$ cat src/rtl/fetch_pkg.sv
// Shared types and constants for the fetch sequencer.
// Holds the sequencer state enum, instruction width and a range helper.
package fetch_pkg;

  typedef enum logic [1:0] {
    LOAD,
    FLUSH,
    RUN,
    HALT
  } state_t;

  localparam int unsigned INSTR_BYTES = 4;

  // True when a whole instruction word starting at adr lies below size.
  function automatic logic word_fits(
    input logic [63:0] adr,
    input logic [63:0] size
  );
    return (adr + 64'(INSTR_BYTES - 1)) < size;
  endfunction

endpackage

$ cat src/rtl/fetch_sequencer.sv
// Loads an instruction image byte by byte, then fetches words in order.
// Ports: loader (load_*), redirect (stall/branch_*), imem bus, IF outputs.
module fetch_sequencer
  import fetch_pkg::*;
#(
  parameter logic [63:0] RESET_PC = 64'h0,
  parameter int unsigned MEM_SIZE = 64
) (
  input  logic        clk,
  input  logic        reset,
  input  logic        load_valid,
  output logic        load_ready,
  input  logic [63:0] load_addr,
  input  logic [7:0]  load_byte,
  input  logic        load_done,
  input  logic        stall,
  input  logic        branch_taken,
  input  logic [63:0] branch_target,
  output logic [63:0] imem_adr,
  output logic        imem_we,
  output logic [7:0]  imem_wdata,
  input  logic [31:0] imem_rdata,
  output logic [63:0] if_pc,
  output logic [31:0] if_instr,
  output logic        if_valid,
  output logic        halted,
  output logic        load_err
);

  localparam logic [63:0] MEM_LIMIT = 64'(MEM_SIZE);

  state_t      state_q, state_d;
  logic [63:0] pc_q, pc_d;
  logic [63:0] if_pc_q, if_pc_d;
  logic [31:0] if_instr_q, if_instr_d;
  logic        if_valid_q, if_valid_d;
  logic        load_err_q, load_err_d;

  logic        load_hit;
  logic        load_miss;
  logic        tgt_bad;

  assign load_hit  = load_valid && (load_addr < MEM_LIMIT);
  assign load_miss = load_valid && !(load_addr < MEM_LIMIT);
  assign tgt_bad   = (branch_target[1:0] != 2'b00)
                  || !word_fits(branch_target, MEM_LIMIT);

  always_ff @(posedge clk or posedge reset) begin
    if (reset) begin
      state_q    <= LOAD;
      pc_q       <= RESET_PC;
      if_pc_q    <= '0;
      if_instr_q <= '0;
      if_valid_q <= 1'b0;
      load_err_q <= 1'b0;
    end else begin
      state_q    <= state_d;
      pc_q       <= pc_d;
      if_pc_q    <= if_pc_d;
      if_instr_q <= if_instr_d;
      if_valid_q <= if_valid_d;
      load_err_q <= load_err_d;
    end
  end

  always_comb begin
    state_d    = state_q;
    pc_d       = pc_q;
    if_pc_d    = if_pc_q;
    if_instr_d = if_instr_q;
    if_valid_d = if_valid_q;
    load_err_d = load_err_q;
    unique case (state_q)
      LOAD: begin
        if (load_miss) load_err_d = 1'b1;
        if (load_done) state_d = FLUSH;
      end
      FLUSH: begin
        pc_d       = RESET_PC;
        if_valid_d = 1'b0;
        state_d    = RUN;
      end
      RUN: begin
        // Redirect wins over stall and always leaves one bubble.
        if (branch_taken) begin
          if_valid_d = 1'b0;
          if (tgt_bad) state_d = HALT;
          else         pc_d    = branch_target;
        end else if (!stall) begin
          if (!word_fits(pc_q, MEM_LIMIT)) begin
            if_valid_d = 1'b0;
            state_d    = HALT;
          end else begin
            if_instr_d = imem_rdata;
            if_pc_d    = pc_q;
            if_valid_d = 1'b1;
            pc_d       = pc_q + 64'(INSTR_BYTES);
          end
        end
      end
      HALT: begin
        if_valid_d = 1'b0;
      end
      default: state_d = LOAD;
    endcase
  end

  always_comb begin
    load_ready = 1'b0;
    imem_we    = 1'b0;
    imem_adr   = pc_q;
    imem_wdata = 8'h00;
    halted     = (state_q == HALT);
    if (state_q == LOAD) begin
      load_ready = 1'b1;
      imem_adr   = load_addr;
      imem_wdata = load_byte;
      // Keep the memory untouched while reset is held.
      imem_we    = load_hit && !reset;
    end
  end

  assign if_pc    = if_pc_q;
  assign if_instr = if_instr_q;
  assign if_valid = if_valid_q;
  assign load_err = load_err_q;

endmodule
$ cat config.mk
export PLATFORM = sky130hd
export DESIGN_NAME = fetch_sequencer
export DESIGN_NICKNAME = d
export VERILOG_FILES = /design/src/rtl/fetch_pkg.sv /design/src/rtl/fetch_sequencer.sv
export SDC_FILE = /design/constraint.sdc
export NUM_CORES = 1
export LEC_CHECK = 0
export ABC_AREA = 1
export ABC_CLOCK_PERIOD_IN_PS = 19800
export BUFFER_PORTS_ARGS = -buffer_cell sky130_fd_sc_hd__buf_2
export CAP_MARGIN = 20
export CORE_MARGIN = 1
export CORE_UTILIZATION = 29
export CTS_BUF_LIST = sky130_fd_sc_hd__clkbuf_8
export CTS_CLUSTER_SIZE = 16
export DETAILED_ROUTE_END_ITERATION = 10
export SYNTH_ARGS = -nofsm -noshare
export SYNTH_HDL_FRONTEND = slang
export SYNTH_SLANG_ARGS = --single-unit
$ cat constraint.sdc
create_clock -name clk -period 19.8 [get_ports clk]
set_input_delay 4.95 -clock clk [delete_from_list [all_inputs] [get_ports clk]]
set_output_delay 4.95 -clock clk [all_outputs]
set_load 0.01 [all_outputs]
# After elaboration in Yosys (flattened, before gate mapping)
# Cells that the tools add are included.
# word_totals
elab_cells	60
input_bits	174
reg_bits	164
# op_classes
n_bitwise	2
n_mux	19
n_addsub	3
n_lt_le_gt_ge	3
reduce_logical	18
eq_ne	9
# ops
op	count
64-bit two-way mux	5
64-bit by 7-bit less-than comparator with 1-bit output, second input constant	3
64-bit by 2-bit adder with 64-bit output, second input constant	2
64-bit one-hot mux with 2 select lines	1
64-bit by 3-bit adder with 64-bit output, second input constant	1
3-bit != test, second input constant	5
2-bit two-way mux	5
8-bit two-way mux	1
4-bit AND reduction	2
2-bit one-hot mux with 3 select lines	1
2-bit nonzero test	3
1-bit two-way mux	5
5-bit AND reduction	1
2-bit equality test, second input constant	2
2-bit AND reduction	2
1-bit logical AND	3
1-bit zero test	3
3-bit nonzero test	1
2-bit by 1-bit equality test with 1-bit output, second input constant	1
2-bit zero test	1
2-bit != test, second input constant	1
1-bit NOT	2
1-bit one-hot mux with 2 select lines	1
2-bit OR reduction	1
1-bit logical OR	1

# Longest topological paths before layout
# Gate-level depths: netlist of the first run.
# logic_depth
word_depth	7
ltp_mapped	22

# Worst setup path before layout of the first run
# OpenSTA, ideal clock, no wires.
# synth_path
path_kind	input to output
start	input port reset
end	output port imem_we
stages	3
path_slack_ps	5983
arrival_ps	8867
cell_sequence	inv_1 nand3_1 nor2_1
# synth_between
elab_chain_cells	3
# synth_rtl
element	line_no	rtl
from (decl)	fetch_sequencer.sv:10	input logic reset,
1-bit zero test	fetch_sequencer.sv:119	imem_we = load_hit && !reset;
1-bit logical AND	fetch_sequencer.sv:119	
1-bit two-way mux	fetch_sequencer.sv:114	if (state_q == LOAD) begin
to (decl)	fetch_sequencer.sv:20	output logic imem_we,
# No other way between the ends.

# Worst setup path after layout of the first run
# layout_path
start	input port load_addr[19]
end	output port imem_we
# layout_between
elab_chain_cells	4
# layout_rtl
element	line_no	rtl
from (decl)	fetch_sequencer.sv:13	input logic [63:0] load_addr,
64-bit by 7-bit less-than comparator with 1-bit output	fetch_sequencer.sv:43	assign load_hit = load_valid && (load_addr < MEM_LIMIT);
1-bit logical AND	fetch_sequencer.sv:43	
1-bit logical AND	fetch_sequencer.sv:119	
1-bit two-way mux	fetch_sequencer.sv:114	
# No other way between the ends.

==> flow_metrics.tcl, run 1 <==
set metrics [dict create \
    routed.top_layer "met5" \
    synth_compound_area_frac 0.0936 \
    synth.distinct_cells 32 \
    synth-edff-count 0 \
    post_cts_resized 0 \
    worst_slack_ps 8240 \
    finalCriticalPeriod_ps 11560 \
    rrSetupSlack_ps 15460 \
    gp_congestion 1.03 \
    setup.worst_path.class "in2out" \
    grt_overflow_total 0 \
    die_h_um 201 \
    via_count 13100 \
    synth_top_area_cell "dfrtp_1" \
    arrival_ps 6610 \
    postSynthRegisterBits 164 \
    synth_nets 2068 \
    slowest_stage "or4_1" \
    die_w_um 201 \
    drt_iter0_drc 1107 \
    synth_top_family_by_area "simple AND/OR/NAND/NOR gates" \
    critPathCaptureType "primary output" \
    p_leak_nw 7.42 \
    fp-row-count 72 \
    reg2reg_from "pc_q[3]" \
    ys_seq_area_frac 0.357 \
    p_per_area_nw_per_um2 79.0 \
    finalInstanceArea_sq_um 14100 \
    path_clk_slew_ps 80 \
    hp-class "reg2reg" \
    fin_setup_tns_ps 0 \
    fin_total_pwr_mw 1.11 \
    n_fill_cell 4340 \
    drcViolationCount 0 \
    worstHoldStart "load_err" \
    synth_ff_type "dfrtp_1" \
    hold_depth 1 \
    area_delta_synth_final_pct 22.4 \
    grt_max_degree 115 \
    dp_slack_ps 8220 \
    start_kind "input port" \
    wl_um 45200 \
    seq_area_sq_um 4100 \
    synth_area_leaders "dfrtp_1, nand2_1, nor2_1" \
    cts_root_buf "clkbuf_8" \
    layout-drive-gt1-share 0.185 \
    grt_pass1_vias 12300 \
    vias_per_cell 4.76 \
    cts_tree "done" \
    multi_input_area_sq_um 6290 \
    holdPathEnd "load_err" \
    synthArstFlopShare 1.00 \
    period_share 0.584 \
    slowest_delay_ps 620 \
    synthAdderAreaFrac 0.00653 \
    finalSetupViolations 0 \
    insertion_delay_ps 480 \
    worstPathCellList "buf_2, nor4_1, nand4_1, or4_1, nor2_1, buf_2" \
    wl_met2_um 22200 \
    reg2regPathDepth 19 \
    postRouteAntennaNets 0 \
    tightest_slew_ps 919 \
    slew_headroom 0.387 \
    routed-wl-met3_um 2220 \
    initial_core_util 0.296 \
    drv_cap 0 \
    finalHoldViolCount 0 \
    fp.dieArea_sq_um 40500 \
    place_area_sq_um 13700 \
    syn_area_sq_um 11500 \
    cp.required_ps 14850 \
    netlist.area_leader.share 0.357 \
    cts_buffers 17 \
    clkSinkCount 164 \
    final_nets 2391 \
    cp_common_cell "buf_2" \
    track_usage 0.222 \
    max_freq_ghz 0.0865 \
    h-tree-depth 4 \
    drv_slew 0 \
    synthMuxAreaShare 0 \
    pin_count 347 \
    grt_pass1_wl_um 69900 \
    ctsHoldBuffers 0 \
    reg2reg_to "if_pc[51]" \
    status "completed" \
    rsz0062_at_grt "false" \
    antenna_found_initial 4 \
    wl_met1_um 20000 \
    cts_setup_buffers 0 \
    syn_avg_cell_area_sq_um 6.09 \
    wl_per_cell_um 16.5 \
    hpwl_um 37100 \
    drt_pre_antenna_iters 5 \
    clock_path_buffers 2 \
    finalClockSkew_ps 21.5 \
    yosysWarnings 0 \
    ir_worst_vdd_v 0.0000398 \
    core_sq_um 38900 \
    io_buffers 346 \
    synth-xor-area-share 0.0129 \
    synth_simple_gate_area_frac 0.432 \
    synthCells 1888 \
    critPathMaxFanout 2 \
]
[final cells by class]
| class | count | area share |
|---|---|---|
| clock inverters | 13 | 0.0115 |
| well taps | 518 | 0.0460 |
| multi-input cells | 1455 | 0.447 |
| inverters | 219 | 0.0587 |
| repair buffers | 354 | 0.128 |
| flip-flops and latches | 164 | 0.291 |
| clock buffers | 18 | 0.0176 |
| diodes | 1 | 0.000178 |
[layer usage]
metal / up-vias / global-route usage
met1: 6096 / 0.290
met3: 40 / 0.0282
met5: - / 0
met2: 365 / 0.387
li1: 6556 / -
met4: 6 / 0.0502
[flip-flops by register name (all words and copies together), names as in the netlist]
| name | count |
|---|---|
| if_instr | 32 |
| if_valid | 1 |
| state_q | 2 |
| load_err | 1 |
| if_pc | 64 |
| pc_q | 64 |
[worst max path at each step]
| stage | endpoint | startpoint | depth (start not counted) | slack, ps |
|---|---|---|---|---|
| 5_1_grt | imem_we | load_addr[23] | 6 | 8170 |
| 3_5_place_dp | imem_we | load_addr[19] | 6 | 8220 |
| 2_1_floorplan | imem_we | reset | 3 | 5980 |
| 4_1_cts | imem_we | load_addr[19] | 6 | 8220 |
| 3_3_place_gp | imem_we | load_addr[19] | 6 | 8220 |
| 6_report | imem_we | load_addr[19] | 6 | 8240 |
[metrics by stage]
step                       util  std cells  hold WS [ps]
final                     0.362       2742           471
after global routing      0.362       2742           483
after floorplan               -       1888           491
after detailed placement  0.351       2709           453
after CTS                 0.361       2740           473
after global placement    0.351       2709           450
[synthesized netlist by cell type (31+ instances only)]
master / number
o21ai_0: 96
o21ai_1: 45
clkbuf_1: 31
nand4_1: 42
inv_1: 216
nand3_1: 93
dfrtp_1: 164
nor2_1: 289
nand2_1: 742
a21oi_1: 64
[cells in the final DEF (no fill, tap or decap), types with 4 or more instances in the layout]
master	count
nand2_2	5
buf_2	346
nor4_1	14
nand2_1	742
dfrtp_1	164
clkbuf_8	18
nor3_1	7
nor2_1	289
nand3b_1	10
nor2_4	4
o21ai_0	96
nor2_2	11
xor2_1	14
buf_4	7
ha_1	5
nand3_1	92
inv_1	215
inv_6	6
nand4_1	42
o21ai_1	45
a21oi_1	64
[worst max-delay path: cells and delay by family]
kind                   cells  cell delay [ps]
buffers and inverters      2              250
and+or+nand+nor            4             1410
[where the power goes]
part           total, mW  internal [mW]  switching [mW]  leakage (nW)
Combinational      0.443          0.146           0.297          4.98
Sequential         0.407          0.379          0.0279          2.24
Clock              0.263          0.120           0.143         0.203
[cells by family (layout without fill, tap and decap cells)]
group,count (synthesis),count (layout)
flops,164,164
compound gates,212,212
buf+inv,269,604
simple gates,1220,1220
fa+ha+maj,6,6
other cells,0,1
xor+xnor,17,17
Note: power is estimated with default switching activity, not from simulation.
==> run 2, diff against run 1 <==
ABC_AREA = 0   (was 1)
ABC_CLOCK_PERIOD_IN_PS = 12000   (was 19800)
clock period = 12 ns   (was 19.8 ns; I/O delays follow)
==> flow_metrics.tcl, run 2 <==
set metrics [dict create \
    status "completed" \
    drt_iter0_drc 727 \
    synthCells 1088 \
    synth_nets 1268 \
    cts_root_buf "clkbuf_8" \
    yosysMostFrequentCell "nand2_1" \
    start_kind "input port" \
    grt_overflow_total 0 \
    drcViolationCount 0 \
    critPathCaptureType "primary output" \
    tightest_slew_ps 1080 \
    drv_slew 0 \
    track_usage 0.196 \
    hold_depth 2 \
    die_h_um 187 \
    finalCriticalPeriod_ps 8120 \
    grt_max_degree 87 \
    pin_count 347 \
    synth_area_leaders "dfrtp_1, mux2_2, nand2_1" \
    synthArstFlopShare 1.00 \
    path_clk_slew_ps 100 \
    reg2regPathDepth 14 \
    synth_top_area_cell "dfrtp_1" \
    wl_per_cell_um 18.3 \
    core_sq_um 33600 \
    mostFrequentLayoutCells "buf_2, nand2_1, dfrtp_1" \
    syn_avg_cell_area_sq_um 9.14 \
    hpwl_um 26700 \
    critPathMaxFanout 2 \
    postRouteAntennaNets 0 \
    fin_setup_tns_ps 0 \
    period_share 0.677 \
    area_delta_synth_final_pct 26.0 \
    final_common_cell "buf_2" \
    finalSetupViolations 0 \
    vias_per_cell 5.25 \
    synth.distinct_cells 70 \
    synth-edff-count 0 \
    slowest_delay_ps 740 \
    ir_worst_vdd_v 0.000104 \
    slowest_stage "nor4_1" \
    fp.dieArea_sq_um 35000 \
    postSynthRegisterBits 164 \
    yosysWarnings 0 \
    p_leak_nw 6.26 \
    finalHoldViolCount 0 \
    cts_tree "done" \
    grt_pass1_vias 9272 \
    setup.worst_path.class "in2out" \
    insertion_delay_ps 480 \
    clock_path_buffers 2 \
    drt_pre_antenna_iters 8 \
    placedCellCount 1841 \
    fp-row-count 67 \
    post_cts_resized 0 \
    p_per_area_nw_per_um2 132 \
    io_buffers 346 \
    final_nets 1593 \
    drv_cap 0 \
    rsz0062_at_grt "false" \
    die_w_um 187 \
    netlist.area_leader.share 0.413 \
    finalClockSkew_ps 17.8 \
    cts_buffers 17 \
    initial_core_util 0.296 \
    max_freq_ghz 0.123 \
    wl_um 34300 \
    antenna_found_initial 4 \
    grt_pass1_wl_um 53800 \
    worstPathCellList "buf_2, nor4_1, nand4_1, nor4_1, nor3b_1, buf_2" \
    ctsHoldBuffers 0 \
    synth_ff_type "dfrtp_1" \
    ys_seq_area_frac 0.413 \
    layout-drive-gt1-share 0.351 \
    arrival_ps 5120 \
    clkSinkCount 164 \
    cts_setup_buffers 0 \
    via_count 9852 \
    h-tree-depth 4 \
    synth_common_cells "nand2_1, dfrtp_1, mux2_2" \
    syn_area_sq_um 9950 \
    cp.required_ps 9000 \
    hp-class "reg2reg" \
    gp_congestion 0.987 \
    slew_headroom 0.278 \
    final_cells 1876 \
]
## run 2: cell types whose count changed after synthesis, moves of 18 or more
| cell | delta |
|---|---|
| o21ai_1 | -45 |
| nand3_1 | -34 |
| o21ai_0 | -62 |
| nor3_1 | +27 |
| nand2_1 | -555 |
| mux2_2 | +95 |
| and2_1 | +66 |
| a21oi_1 | -49 |
| inv_1 | -194 |
| nor2_1 | -241 |
| xnor2_1 | +18 |
| and4_1 | +20 |
| nor4_1 | +28 |
## run 2: kinds of logic after synthesis
logic type,synth area share
and+or+nand+nor,0.316
DFF,0.413
AOI/OAI and AO/OA,0.0845
muxes,0.112
buffers and inverters,0.0307
xor gates and xnor gates,0.0370
adders and majority gates,0.00755
## run 2: per-stage QoR
| step | utilization | instance area (sq um) | power, mW | worst slack (ps) | hold slack (ps) |
|---|---|---|---|---|---|
| global placement | 0.359 | 12100 | 1.22 | 3780 | 455 |
| global route | 0.373 | 12500 | 1.75 | 3770 | 491 |
| finish | 0.373 | 12500 | 1.65 | 3880 | 477 |
| detailed placement | 0.359 | 12100 | 1.23 | 3830 | 457 |
| CTS | 0.372 | 12500 | 1.68 | 3800 | 482 |
| floorplan | - | 9950 | 1.00 | 4570 | 510 |
## run 2: cell type report
cell class	count	area, sq um
clock buffer	17	234
sequential	164	4100
antenna	2	5.00
inverter	22	87.6
multi-input combinational	855	5550
clock inverter	15	204
tap	448	561
fill	3482	21100
timing repair buffer	353	1790
## run 2: worst paths after layout
kind | to | slack (ps) | start
min reg2reg | if_pc[19] | 480 | if_pc[19]
max reg2reg | if_pc[26] | 6870 | pc_q[3]
max in group asynchronous | if_instr[26] | 8320 | reset
min | if_pc[19] | 480 | if_pc[19]
min in group asynchronous | pc_q[36] | 2540 | reset
max | imem_we | 3880 | load_addr[16]
## run 2: power by group
part,internal (mW),switching (mW)
combinational,0.246,0.306
sequential,0.620,0.0466
clock,0.198,0.236
## run 2: metal layers
layer	global-route usage	up-vias	part of all wire
li1	-	4638	-
met2	0.318	421	0.47
met1	0.260	4724	0.43
met5	0	-	0.0011
met3	0.0368	63	0.071
met4	0.0697	6	0.027
## run 2: worst max-delay path: cells and delay by family
kind                   cells  cell delay [ps]
AND/OR/NAND/NOR            4             1860
buffers and inverters      2              260
